`src/rtl/psum_accumulator_if.sv`:
```
// Stream/config bundle between the adder tree, the psum accumulator and the consumer.
// master: drives config, input beats and out_ready (upstream/testbench side).
// slave : the accumulator; drives in_ready, result stream and busy.
interface psum_accumulator_if #(
    parameter int unsigned IN_WIDTH   = 32,
    parameter int unsigned BIAS_WIDTH = 16,
    parameter int unsigned OUT_WIDTH  = 8,
    parameter int unsigned CNT_WIDTH  = 9
);
    logic [CNT_WIDTH-1:0]  cfg_beats;
    logic [BIAS_WIDTH-1:0] cfg_bias;
    logic                  in_valid;
    logic                  in_ready;
    logic [IN_WIDTH-1:0]   in_psum;
    logic                  out_valid;
    logic                  out_ready;
    logic [OUT_WIDTH-1:0]  out_data;
    logic                  out_ovf;
    logic                  busy;

    modport master (
        output cfg_beats, cfg_bias, in_valid, in_psum, out_ready,
        input  in_ready, out_valid, out_data, out_ovf, busy
    );

    modport slave (
        input  cfg_beats, cfg_bias, in_valid, in_psum, out_ready,
        output in_ready, out_valid, out_data, out_ovf, busy
    );
endinterface

```
`src/rtl/psum_accumulator.sv`:
```
// Partial-sum accumulator: sums cfg_beats signed partial sums per output pixel on
// top of a bias, then emits a rounded (half up), right-shifted, saturated result.
// Ports:
//   clk, rst_n           clock, synchronous active-low reset
//   bus (slave modport)  cfg_beats/cfg_bias (sampled on first beat), in_valid/in_ready/
//                        in_psum input stream, out_valid/out_ready/out_data/out_ovf
//                        result stream, busy (group in progress)
// Build option: define PSUM_ACC_RELU_EN to clamp negative results to zero.
module psum_accumulator #(
    parameter int unsigned IN_WIDTH   = 32,
    parameter int unsigned ACC_WIDTH  = 40,
    parameter int unsigned BIAS_WIDTH = 16,
    parameter int unsigned OUT_WIDTH  = 8,
    parameter int unsigned SHIFT      = 4,
    parameter int unsigned CNT_WIDTH  = 9
) (
    input logic               clk,
    input logic               rst_n,
    psum_accumulator_if.slave bus
);
    localparam int unsigned RW = ACC_WIDTH + 1;
    // 2^(SHIFT-1), or 0 when SHIFT is 0
    localparam logic [RW-1:0] RND = (RW'(1) << SHIFT) >> 1;
    localparam logic signed [RW-1:0] OMAX = signed'((RW'(1) << (OUT_WIDTH - 1)) - RW'(1));
`ifndef PSUM_ACC_RELU_EN
    localparam logic signed [RW-1:0] OMIN = ~OMAX;
`endif

    typedef enum logic [1:0] {IDLE, ACC, OUT} state_t;

    state_t                state;
    logic [ACC_WIDTH-1:0]  acc;
    logic [CNT_WIDTH-1:0]  cnt;
    logic [CNT_WIDTH-1:0]  beats;
    logic                  out_valid_q;
    logic [OUT_WIDTH-1:0]  out_data_q;
    logic                  out_ovf_q;
    logic                  busy_q;

    logic                  in_fire;
    logic [CNT_WIDTH-1:0]  beats_eff;
    logic [ACC_WIDTH-1:0]  acc_base;
    logic [ACC_WIDTH-1:0]  acc_next;
    logic signed [RW-1:0]  rnd_sum;
    logic signed [RW-1:0]  shifted;
    logic [OUT_WIDTH-1:0]  sat_data;
    logic                  sat_ovf;

    // Ready is a pure state decode, forced low while reset is asserted
    assign bus.in_ready = rst_n && (state != OUT);
    assign in_fire      = bus.in_valid && bus.in_ready;
    assign beats_eff    = (bus.cfg_beats == '0) ? CNT_WIDTH'(1) : bus.cfg_beats;

    // Next accumulator value; the first beat of a group starts from the bias
    always_comb begin
        acc_base = (state == IDLE) ? ACC_WIDTH'($signed(bus.cfg_bias)) : acc;
        acc_next = acc_base + ACC_WIDTH'($signed(bus.in_psum));
    end

    // Requantize the value the accumulator will hold after this beat
    always_comb begin
        rnd_sum  = {acc_next[ACC_WIDTH-1], acc_next} + RND;
        shifted  = rnd_sum >>> SHIFT;
        sat_data = shifted[OUT_WIDTH-1:0];
        sat_ovf  = 1'b0;
`ifdef PSUM_ACC_RELU_EN
        if (shifted[RW-1]) begin
            sat_data = '0;
        end else if (shifted > OMAX) begin
            sat_data = OMAX[OUT_WIDTH-1:0];
            sat_ovf  = 1'b1;
        end
`else
        if (shifted > OMAX) begin
            sat_data = OMAX[OUT_WIDTH-1:0];
            sat_ovf  = 1'b1;
        end else if (shifted < OMIN) begin
            sat_data = OMIN[OUT_WIDTH-1:0];
            sat_ovf  = 1'b1;
        end
`endif
    end

    // Group FSM with registered result outputs
    always_ff @(posedge clk) begin
        if (!rst_n) begin
            state       <= IDLE;
            acc         <= '0;
            cnt         <= '0;
            beats       <= '0;
            out_valid_q <= 1'b0;
            out_data_q  <= '0;
            out_ovf_q   <= 1'b0;
            busy_q      <= 1'b0;
        end else begin
            case (state)
                IDLE: begin
                    if (in_fire) begin
                        acc    <= acc_next;
                        cnt    <= CNT_WIDTH'(1);
                        beats  <= beats_eff;
                        busy_q <= 1'b1;
                        if (beats_eff == CNT_WIDTH'(1)) begin
                            state       <= OUT;
                            out_valid_q <= 1'b1;
                            out_data_q  <= sat_data;
                            out_ovf_q   <= sat_ovf;
                        end else begin
                            state <= ACC;
                        end
                    end
                end
                ACC: begin
                    if (in_fire) begin
                        acc <= acc_next;
                        cnt <= cnt + CNT_WIDTH'(1);
                        if (cnt == beats - CNT_WIDTH'(1)) begin
                            state       <= OUT;
                            out_valid_q <= 1'b1;
                            out_data_q  <= sat_data;
                            out_ovf_q   <= sat_ovf;
                        end
                    end
                end
                OUT: begin
                    // No beat is taken here: one bubble cycle per group
                    if (bus.out_ready) begin
                        state       <= IDLE;
                        out_valid_q <= 1'b0;
                        busy_q      <= 1'b0;
                    end
                end
                default: begin
                    state <= IDLE;
                end
            endcase
        end
    end

    assign bus.out_valid = out_valid_q;
    assign bus.out_data  = out_data_q;
    assign bus.out_ovf   = out_ovf_q;
    assign bus.busy      = busy_q;
endmodule

```
`src/flat_wrapper.sv`:
```
// flat-port wrapper written by rule: the top's interface ports become plain ports
module psum_accumulator_flat 
#(
    parameter int unsigned IN_WIDTH   = 32,
    parameter int unsigned ACC_WIDTH  = 40,
    parameter int unsigned BIAS_WIDTH = 16,
    parameter int unsigned OUT_WIDTH  = 8,
    parameter int unsigned SHIFT      = 4,
    parameter int unsigned CNT_WIDTH  = 9
)
  (clk, rst_n, bus_cfg_beats, bus_cfg_bias, bus_in_valid, bus_in_psum, bus_out_ready, bus_in_ready, bus_out_valid, bus_out_data, bus_out_ovf, bus_busy);
  psum_accumulator_if #(.IN_WIDTH(IN_WIDTH), .BIAS_WIDTH(BIAS_WIDTH), .OUT_WIDTH(OUT_WIDTH), .CNT_WIDTH(CNT_WIDTH)) bus_i ();
  input logic clk;
  input logic rst_n;
  input wire logic [$bits(bus_i.cfg_beats)-1:0] bus_cfg_beats;
  input wire logic [$bits(bus_i.cfg_bias)-1:0] bus_cfg_bias;
  input wire logic [$bits(bus_i.in_valid)-1:0] bus_in_valid;
  input wire logic [$bits(bus_i.in_psum)-1:0] bus_in_psum;
  input wire logic [$bits(bus_i.out_ready)-1:0] bus_out_ready;
  output wire logic [$bits(bus_i.in_ready)-1:0] bus_in_ready;
  output wire logic [$bits(bus_i.out_valid)-1:0] bus_out_valid;
  output wire logic [$bits(bus_i.out_data)-1:0] bus_out_data;
  output wire logic [$bits(bus_i.out_ovf)-1:0] bus_out_ovf;
  output wire logic [$bits(bus_i.busy)-1:0] bus_busy;
  assign bus_i.cfg_beats = bus_cfg_beats;
  assign bus_i.cfg_bias = bus_cfg_bias;
  assign bus_i.in_valid = bus_in_valid;
  assign bus_i.in_psum = bus_in_psum;
  assign bus_i.out_ready = bus_out_ready;
  assign bus_in_ready = bus_i.in_ready;
  assign bus_out_valid = bus_i.out_valid;
  assign bus_out_data = bus_i.out_data;
  assign bus_out_ovf = bus_i.out_ovf;
  assign bus_busy = bus_i.busy;
  psum_accumulator #(.IN_WIDTH(IN_WIDTH), .ACC_WIDTH(ACC_WIDTH), .BIAS_WIDTH(BIAS_WIDTH), .OUT_WIDTH(OUT_WIDTH), .SHIFT(SHIFT), .CNT_WIDTH(CNT_WIDTH)) u_core (.clk(clk), .rst_n(rst_n), .bus(bus_i));
endmodule
```
`config.mk`:
```
export PLATFORM = sky130hd
export DESIGN_NAME = psum_accumulator_flat
export DESIGN_NICKNAME = d
export VERILOG_FILES = /design/src/rtl/psum_accumulator_if.sv /design/src/rtl/psum_accumulator.sv /design/src/flat_wrapper.sv
export SDC_FILE = /design/constraint.sdc
export NUM_CORES = 1
export LEC_CHECK = 0
export ABC_AREA = 1
export CELL_PAD_IN_SITES_DETAIL_PLACEMENT = 0
export CELL_PAD_IN_SITES_GLOBAL_PLACEMENT = 1
export CORE_UTILIZATION = 30
export CTS_CLUSTER_DIAMETER = 150
export DETAILED_ROUTE_END_ITERATION = 10
export GPL_ROUTABILITY_DRIVEN = 1
export PLACE_DENSITY_LB_ADDON = 0.1
export SYNTH_ARGS = -nofsm -noshare
export SYNTH_HDL_FRONTEND = slang
export SYNTH_SLANG_ARGS = --single-unit
```
`constraint.sdc`:
```
create_clock -name clk -period 4.6 [get_ports clk]
set_input_delay 0.92 -clock clk [delete_from_list [all_inputs] [get_ports clk]]
set_output_delay 0.92 -clock clk [all_outputs]
set_load 0.05 [all_outputs]
```
# After elaboration in Yosys (flattened, before gate mapping)
# Index checks and enable logic that the tools add are counted.
dict set report totals {
  ff_bits 71
  input_bits 61
  elab_cells 72
  out_inout_bits 12
}
dict set report classes {
  n_reduce_logical 15
  n_eq_ne 10
  add_sub_neg 4
  order_cmp 2
  n_mux 33
}
# cell n
set ops {}
lappend ops {{2-to-1 mux 8 bit} 6}
lappend ops {{adder 40 x 5 -> 41 bit, second input constant} 1}
lappend ops {{adder 40 bit} 1}
lappend ops {{2-to-1 mux 40 bit} 1}
lappend ops {{> comparator 37 x 8 -> 1 bit, second input constant} 1}
lappend ops {{less-than comparator 37 x 8 -> 1 bit, second input constant} 1}
lappend ops {{2-to-1 mux 9 bit} 3}
lappend ops {{case mux 9 bit (2 select lines)} 1}
lappend ops {{case mux 8 bit (2 select lines)} 1}
lappend ops {{2-to-1 mux 1 bit} 12}
lappend ops {{2-to-1 mux 2 bit} 5}
lappend ops {{adder 9 x 1 -> 9 bit, second input constant} 1}
lappend ops {{equality test 9 x 1 -> 1 bit, second input constant} 1}
lappend ops {{equality test 9 bit} 1}
lappend ops {{logical NOT 9 bit} 1}
lappend ops {{subtractor 9 x 1 -> 9 bit, second input constant} 1}
lappend ops {{inequality test 2 x 1 -> 1 bit, second input constant} 3}
lappend ops {{inequality test 2 bit, second input constant} 3}
lappend ops {{case mux 2 bit (3 select lines)} 1}
lappend ops {{AND reduction 3 bit} 2}
lappend ops {{AND reduction 6 bit} 1}
lappend ops {{AND reduction 5 bit} 1}
lappend ops {{case mux 1 bit (2 select lines)} 2}
lappend ops {{AND reduction 2 bit} 2}
lappend ops {{other kinds (9)} 11}

# Depth between registers and ports, before layout
dict set report depth {
  word_depth 10
  ltp_mapped 36
  depth_no_buf 33
}

# Worst setup path before layout
# Ideal clock, no wire load.
dict set report synth_timing {
  kind {register to register}
  start {register u_core.state[0]}
  end {register u_core.out_data_q[0] (netlist: u_core.bus.out_data[0])}
  path_buffers 4
  arrival_ps 4113
  path_stages_with_launch 35
  t_required_ps 4482
  period_less_slack_ps 4230
  setup_time_ps 118
  path_slack_ps 370
  cell_sequence {dfxtp_1 -> clkbuf_1 -> nor2_1 -> inv_1 -> clkbuf_1 -> buf_1 -> nand2_1 -> nand2_1 -> ha_1 -> buf_4 -> a21oi_2 -> nand2_2 -> nand2_1 -> nand2_1 -> inv_1 -> ha_1 -> nand3_1 -> nor2_2 -> inv_2 -> nor2_2 -> nand2_1 -> nor2_4 -> nand3_4 -> nor2_4 -> nand2_1 -> nand2_1 -> nand2_1 -> nor2_1 -> nand3b_1 -> nor2_1 -> nand2_1 -> nand2_1 -> nand2_2 -> nor2_1 -> nor2_1}
}
dict set report synth_between {
  elab_chain_cells 10
  word_cells_on_any_way 23
  classes_between {2 x add/sub; 2 x order compare; 6 x eq/ne; 8 x mux; 5 x reduce/logical}
}
# element line
set synth_rtl {}
lappend synth_rtl {{start: declaration} psum_accumulator.sv:31} ;# state_t state;
lappend synth_rtl {{start signal: assignment} psum_accumulator.sv:87} ;# state <= IDLE;
lappend synth_rtl {{start signal: assignment} psum_accumulator.sv:104} ;# state <= OUT;
lappend synth_rtl {{start signal: assignment} psum_accumulator.sv:109} ;# state <= ACC;
lappend synth_rtl {{logical NOT 2 bit (*)} psum_accumulator.sv:56} ;# acc_base = (state == IDLE) ? ACC_WIDTH'($signed(bus.cfg_bias)) : acc;
lappend synth_rtl {{2-to-1 mux 40 bit (*)} psum_accumulator.sv:56}
lappend synth_rtl {{adder 40 bit (*)} psum_accumulator.sv:57} ;# acc_next = acc_base + ACC_WIDTH'($signed(bus.in_psum));
lappend synth_rtl {{via u_core.acc_next[3]} psum_accumulator.sv:43} ;# logic [ACC_WIDTH-1:0] acc_next;
lappend synth_rtl {{adder 40 x 5 -> 41 bit (*)} psum_accumulator.sv:62} ;# rnd_sum = {acc_next[ACC_WIDTH-1], acc_next} + RND;
lappend synth_rtl {{less-than comparator 37 x 8 -> 1 bit} psum_accumulator.sv:77} ;# end else if (shifted < OMIN) begin
lappend synth_rtl {{2-to-1 mux 8 bit} psum_accumulator.sv:77}
lappend synth_rtl {{2-to-1 mux 8 bit (*)} psum_accumulator.sv:74} ;# if (shifted > OMAX) begin
lappend synth_rtl {{2-to-1 mux 8 bit (on tied branches)} {psum_accumulator.sv:117, psum_accumulator.sv:103}}
lappend synth_rtl {{2-to-1 mux 8 bit (on tied branches)} {psum_accumulator.sv:114, psum_accumulator.sv:98}}
lappend synth_rtl {{case mux 8 bit (2 select lines) (*)} psum_accumulator.sv:96} ;# case (state)
lappend synth_rtl {{end signal: assignment} psum_accumulator.sv:106} ;# out_data_q <= sat_data;
lappend synth_rtl {{end signal: assignment} psum_accumulator.sv:120} ;# out_data_q <= sat_data;
lappend synth_rtl {{end: declaration} psum_accumulator.sv:36} ;# logic [OUT_WIDTH-1:0] out_data_q;
# The timed path passes the listed nets; every way through them passes the cells marked *. The select of a mux whose other input is x is not followed.
# A chain may end at the register's enable or synchronous reset.

# Worst setup path after layout
dict set report layout_timing {
  start {input port bus_cfg_bias[7]}
  end {register u_core.out_data_q[1] (netlist: u_core.bus.out_data[1])}
}
dict set report layout_between {
  elab_chain_cells 9
  word_cells_on_any_way 12
  classes_between {2 x add/sub; 2 x order compare; 8 x mux}
}
# element line
set layout_rtl {}
lappend layout_rtl {{start: declaration} flat_wrapper.sv:16} ;# input wire logic [$bits(bus_i.cfg_bias)-1:0] bus_cfg_bias;
lappend layout_rtl {{2-to-1 mux 40 bit (*)} psum_accumulator.sv:56}
lappend layout_rtl {{adder 40 bit (*)} psum_accumulator.sv:57}
lappend layout_rtl {{adder 40 x 5 -> 41 bit (*)} psum_accumulator.sv:62}
lappend layout_rtl {{less-than comparator 37 x 8 -> 1 bit} psum_accumulator.sv:77}
lappend layout_rtl {{2-to-1 mux 8 bit} psum_accumulator.sv:77}
lappend layout_rtl {{2-to-1 mux 8 bit (*)} psum_accumulator.sv:74}
lappend layout_rtl {{2-to-1 mux 8 bit (on tied branches)} {psum_accumulator.sv:117, psum_accumulator.sv:103}}
lappend layout_rtl {{2-to-1 mux 8 bit (on tied branches)} {psum_accumulator.sv:114, psum_accumulator.sv:98}}
lappend layout_rtl {{case mux 8 bit (2 select lines) (*)} psum_accumulator.sv:96}
# Every way passes the cells marked *; elsewhere a longest branch is shown, timed or not. The select of a mux whose other input is x is not followed.

==> impl_metrics.py <==
metrics = {
    "logic_synthesis": {
        "ys_warn_count": 0,
        "ys_ff_latch": 71,
        "synth_fp_nets": 1645,
        "synthTopCellsByCount": "nand2_1 (546), inv_1 (262), nor2_1 (138)",
        "netlist-cell-type-count": 38,
        "syn_inst": 1541,
        "async_reset_ff_share_pct": 0,
        "synth_area_leaders": "nand2_1 (25%), dfxtp_1 (17%), inv_1 (12%), nand3_1 (7.2%), ha_1 (6.3%)",
        "synth_top_area_share_pct": 24.69,
        "synth_seq_area_share_pct": 17.12,
        "syn_area_per_cell_um2": 5.386,
        "synth_most_common_cell": "nand2_1",
        "netlist_area_mm2": 0.008300,
        "synth_edf_count": 0,
        "yosysTopAreaCell": "nand2_1",
        "ys_dominant_reg_cell": "dfxtp_1",
    },
    "place": {
        "port-buffer-count": 72,
        "placement.cell_area_mm2": 0.01146,
        "place_hpwl_mm": 28.44,
        "post-place-cells": 2206,
        "globalplace.congestion": 0.9081,
    },
    "sta": {
        "max_freq_mhz": 227.6,
        "final-hold-violation-count": 0,
        "slew_headroom_pct": 56.69,
        "drv_slew": 0,
        "worstMarginPinSlew_ns": 0.6496,
        "min_period_ns": 4.393,
        "finClkSkew_ns": 0.01226,
        "holdWs_ns": 0.4544,
        "min_period_over_period_pct": 95.50,
        "setup_viol": 0,
    },
    "final_layout": {
        "final_layout_size_suffix_gt1_share_pct": 30.49,
        "nNetsFinal": 2011,
        "antenna_cells": 0,
        "final_cells": 2253,
        "stdcell_area_mm2": 0.01278,
        "n_fill_cell": 2957,
        "syn_to_final_growth_pct": 53.98,
    },
    "routing": {
        "routedWlPerCell_um": 15.65,
        "drt_iter0_drc": 606,
        "vias_per_cell": 4.767,
        "drc_errors": 0,
        "top_layer": "met4",
        "ant_nets": 0,
        "firstDrtPassIters": 5,
        "wl_met1_mm": 16.52,
        "vias": 10740,
        "wl_mm": 35.26,
        "wl_met3_mm": 1.527,
        "wl_met2_mm": 16.20,
    },
    "clock_network": {
        "cts_tree": "built",
        "cts-buffers-inserted": 9,
        "cts_max_path_buffers": 2,
        "clock_latency_ns": 0.36,
        "cts_root_buf": "clkbuf_16",
        "cts_hold_buf": 0,
        "cts_htree_levels": 3,
        "path_clk_slew_ns": 0.07,
        "clock_sinks": 71,
    },
    "setup_path": {
        "worstSetupEndpointType": "register",
        "slowest_stage": "clkdlybuf4s50_1",
        "cpLargestDelayFamily": "simple AND/OR/NAND/NOR gates",
        "crit_required_ns": 4.85,
        "cpMostUsedCell": "buf_4",
        "cp_num_cells": 29,
        "worst_ep_arrival_time_ns": 4.64,
        "worstSetupStartpointType": "primary input",
        "slowest_delay_ns": 0.45,
        "path_buf_inv": 7,
        "critPathKind": "primary input to register",
        "rr_worst_depth": 28,
        "crit_path_max_fanout": 7,
    },
    "grt": {
        "grt_pass1_wl_mm": 53.12,
        "grt_max_degree": 44,
        "antenna_found_initial": 0,
        "grt_usage_pct": 24.56,
        "gr-total-overflow": 0,
        "grt_pass1_vias": 9817,
    },
    "power": {
        "vdd_drop_max_uv": 160.4,
        "powerDensity_mw_per_mm2": 350.1,
        "cellLeakagePower_nw": 6.486,
    },
    "floorplanning": {
        "fp.dieH_um": 168.3,
        "die_w_um": 168.3,
        "num_rows": 60,
        "io_pins": 73,
        "initial_utilization_pct": 30.71,
        "dieArea_mm2": 0.02834,
        "core_region_area_mm2": 0.02703,
    },
    "run": {
        "maxCapViolCount": 0,
    },
    "worst_hold_path": {
        "min_path_cells": 2,
        "hp-class": "register to register",
    },
    "status": {
        "status": "complete, no violations",
    },
}
==> power by group <==
| group | total (mW) | switching (mW) | internal (mW) |
|---|---|---|---|
| clock network | 0.751 | 0.373 | 0.378 |
| logic | 3.01 | 1.72 | 1.29 |
| registers | 0.709 | 0.0231 | 0.686 |
==> stage by stage <==
step	worst slack [ns]	power [mW]	utilization, %	TNS, ns
finish	0.2069	4.474	47.29	0
global route	-0.03233	4.811	47.29	-0.04836
CTS	0.002735	4.171	43.70	0
detailed placement	-0.6738	3.385	42.39	-5.693
global placement	-0.6654	3.381	42.39	-5.687
floorplan	0.3695	2.084	-	0
==> routing by layer <==
metal,up-vias,global-route usage (%)
met1,4848,32.27
li1,5607,-
met3,41,2.210
met5,-,0
met4,0,8.893
met2,244,41.69
==> flip-flops by register name (all words and copies together) (netlist names) <==
name                  count
u_core.bus.out_ovf        1
u_core.state              2
u_core.acc               40
u_core.cnt                9
u_core.bus.busy           1
u_core.beats              9
u_core.bus.out_data       8
u_core.bus.out_valid      1
==> path summary, 6_finish.rpt <==
kind	to	from	slack, ns
max	u_core.bus.out_data[1]$_SDFFE_PN0P_	bus_cfg_bias[7]	0.21
min	u_core.acc[0]$_SDFFE_PN0P_	u_core.acc[0]$_SDFFE_PN0P_	0.45
max reg2reg	u_core.bus.out_data[1]$_SDFFE_PN0P_	u_core.state[1]$_SDFFE_PN0P_	0.35
min reg2reg	u_core.acc[0]$_SDFFE_PN0P_	u_core.acc[0]$_SDFFE_PN0P_	0.45
==> tightest hold or removal path, delay by kind of cell (launching register included) <==
family / cells / cell delay, ns
flops: 1 / 0.30
compound gates: 1 / 0.05
buf+inv: 1 / 0.06
==> cells in the final DEF (no fill, tap or decap), types with 15 or more instances in the layout <==
cell type / Yosys / layout
ha_1: 42 / 31
a21oi_1: 75 / 60
inv_1: 262 / 255
nand2_1: 546 / 471
nor2_1: 138 / 97
buf_4: 1 / 294
nand3_1: 120 / 106
a21oi_2: 1 / 15
nor2_4: 10 / 30
inv_2: 12 / 19
o22ai_1: 40 / 40
o21ai_0: 53 / 42
dfxtp_1: 71 / 71
nand3_2: 5 / 15
nand2_2: 25 / 88
nor2_2: 28 / 49
nand4_1: 35 / 35
clkdlybuf4s50_1: 0 / 70
==> layout make-up <==
| class | count | area (um^2) | area share [%] |
|---|---|---|---|
| repair buffers | 374 | 3062 | 23.96 |
| multi-input cells | 1173 | 6538 | 51.15 |
| well taps | 341 | 426.7 | 3.338 |
| flip-flops and latches | 71 | 1421 | 11.12 |
| clock inverters | 7 | 61.31 | 0.4797 |
| clock buffers | 9 | 225.2 | 1.762 |
| inverters | 278 | 1047 | 8.194 |
==> logic make-up after synthesis <==
logic type	share of synthesized area, %
and+or+nand+nor	48.99
buffers and inverters	13.48
AOI/OAI and AO/OA	11.94
DFF	17.12
adders and majority gates	6.572
xor gates and xnor gates	1.899
==> repair_timing <==
item,CTS,global route
endpoints found under the hold margin,0,0
endpoints found under the setup margin,9,9
buffers inserted,2,29
resized for setup,19,217
pin swaps,6,60
Power figures use the tool's default switching activity.
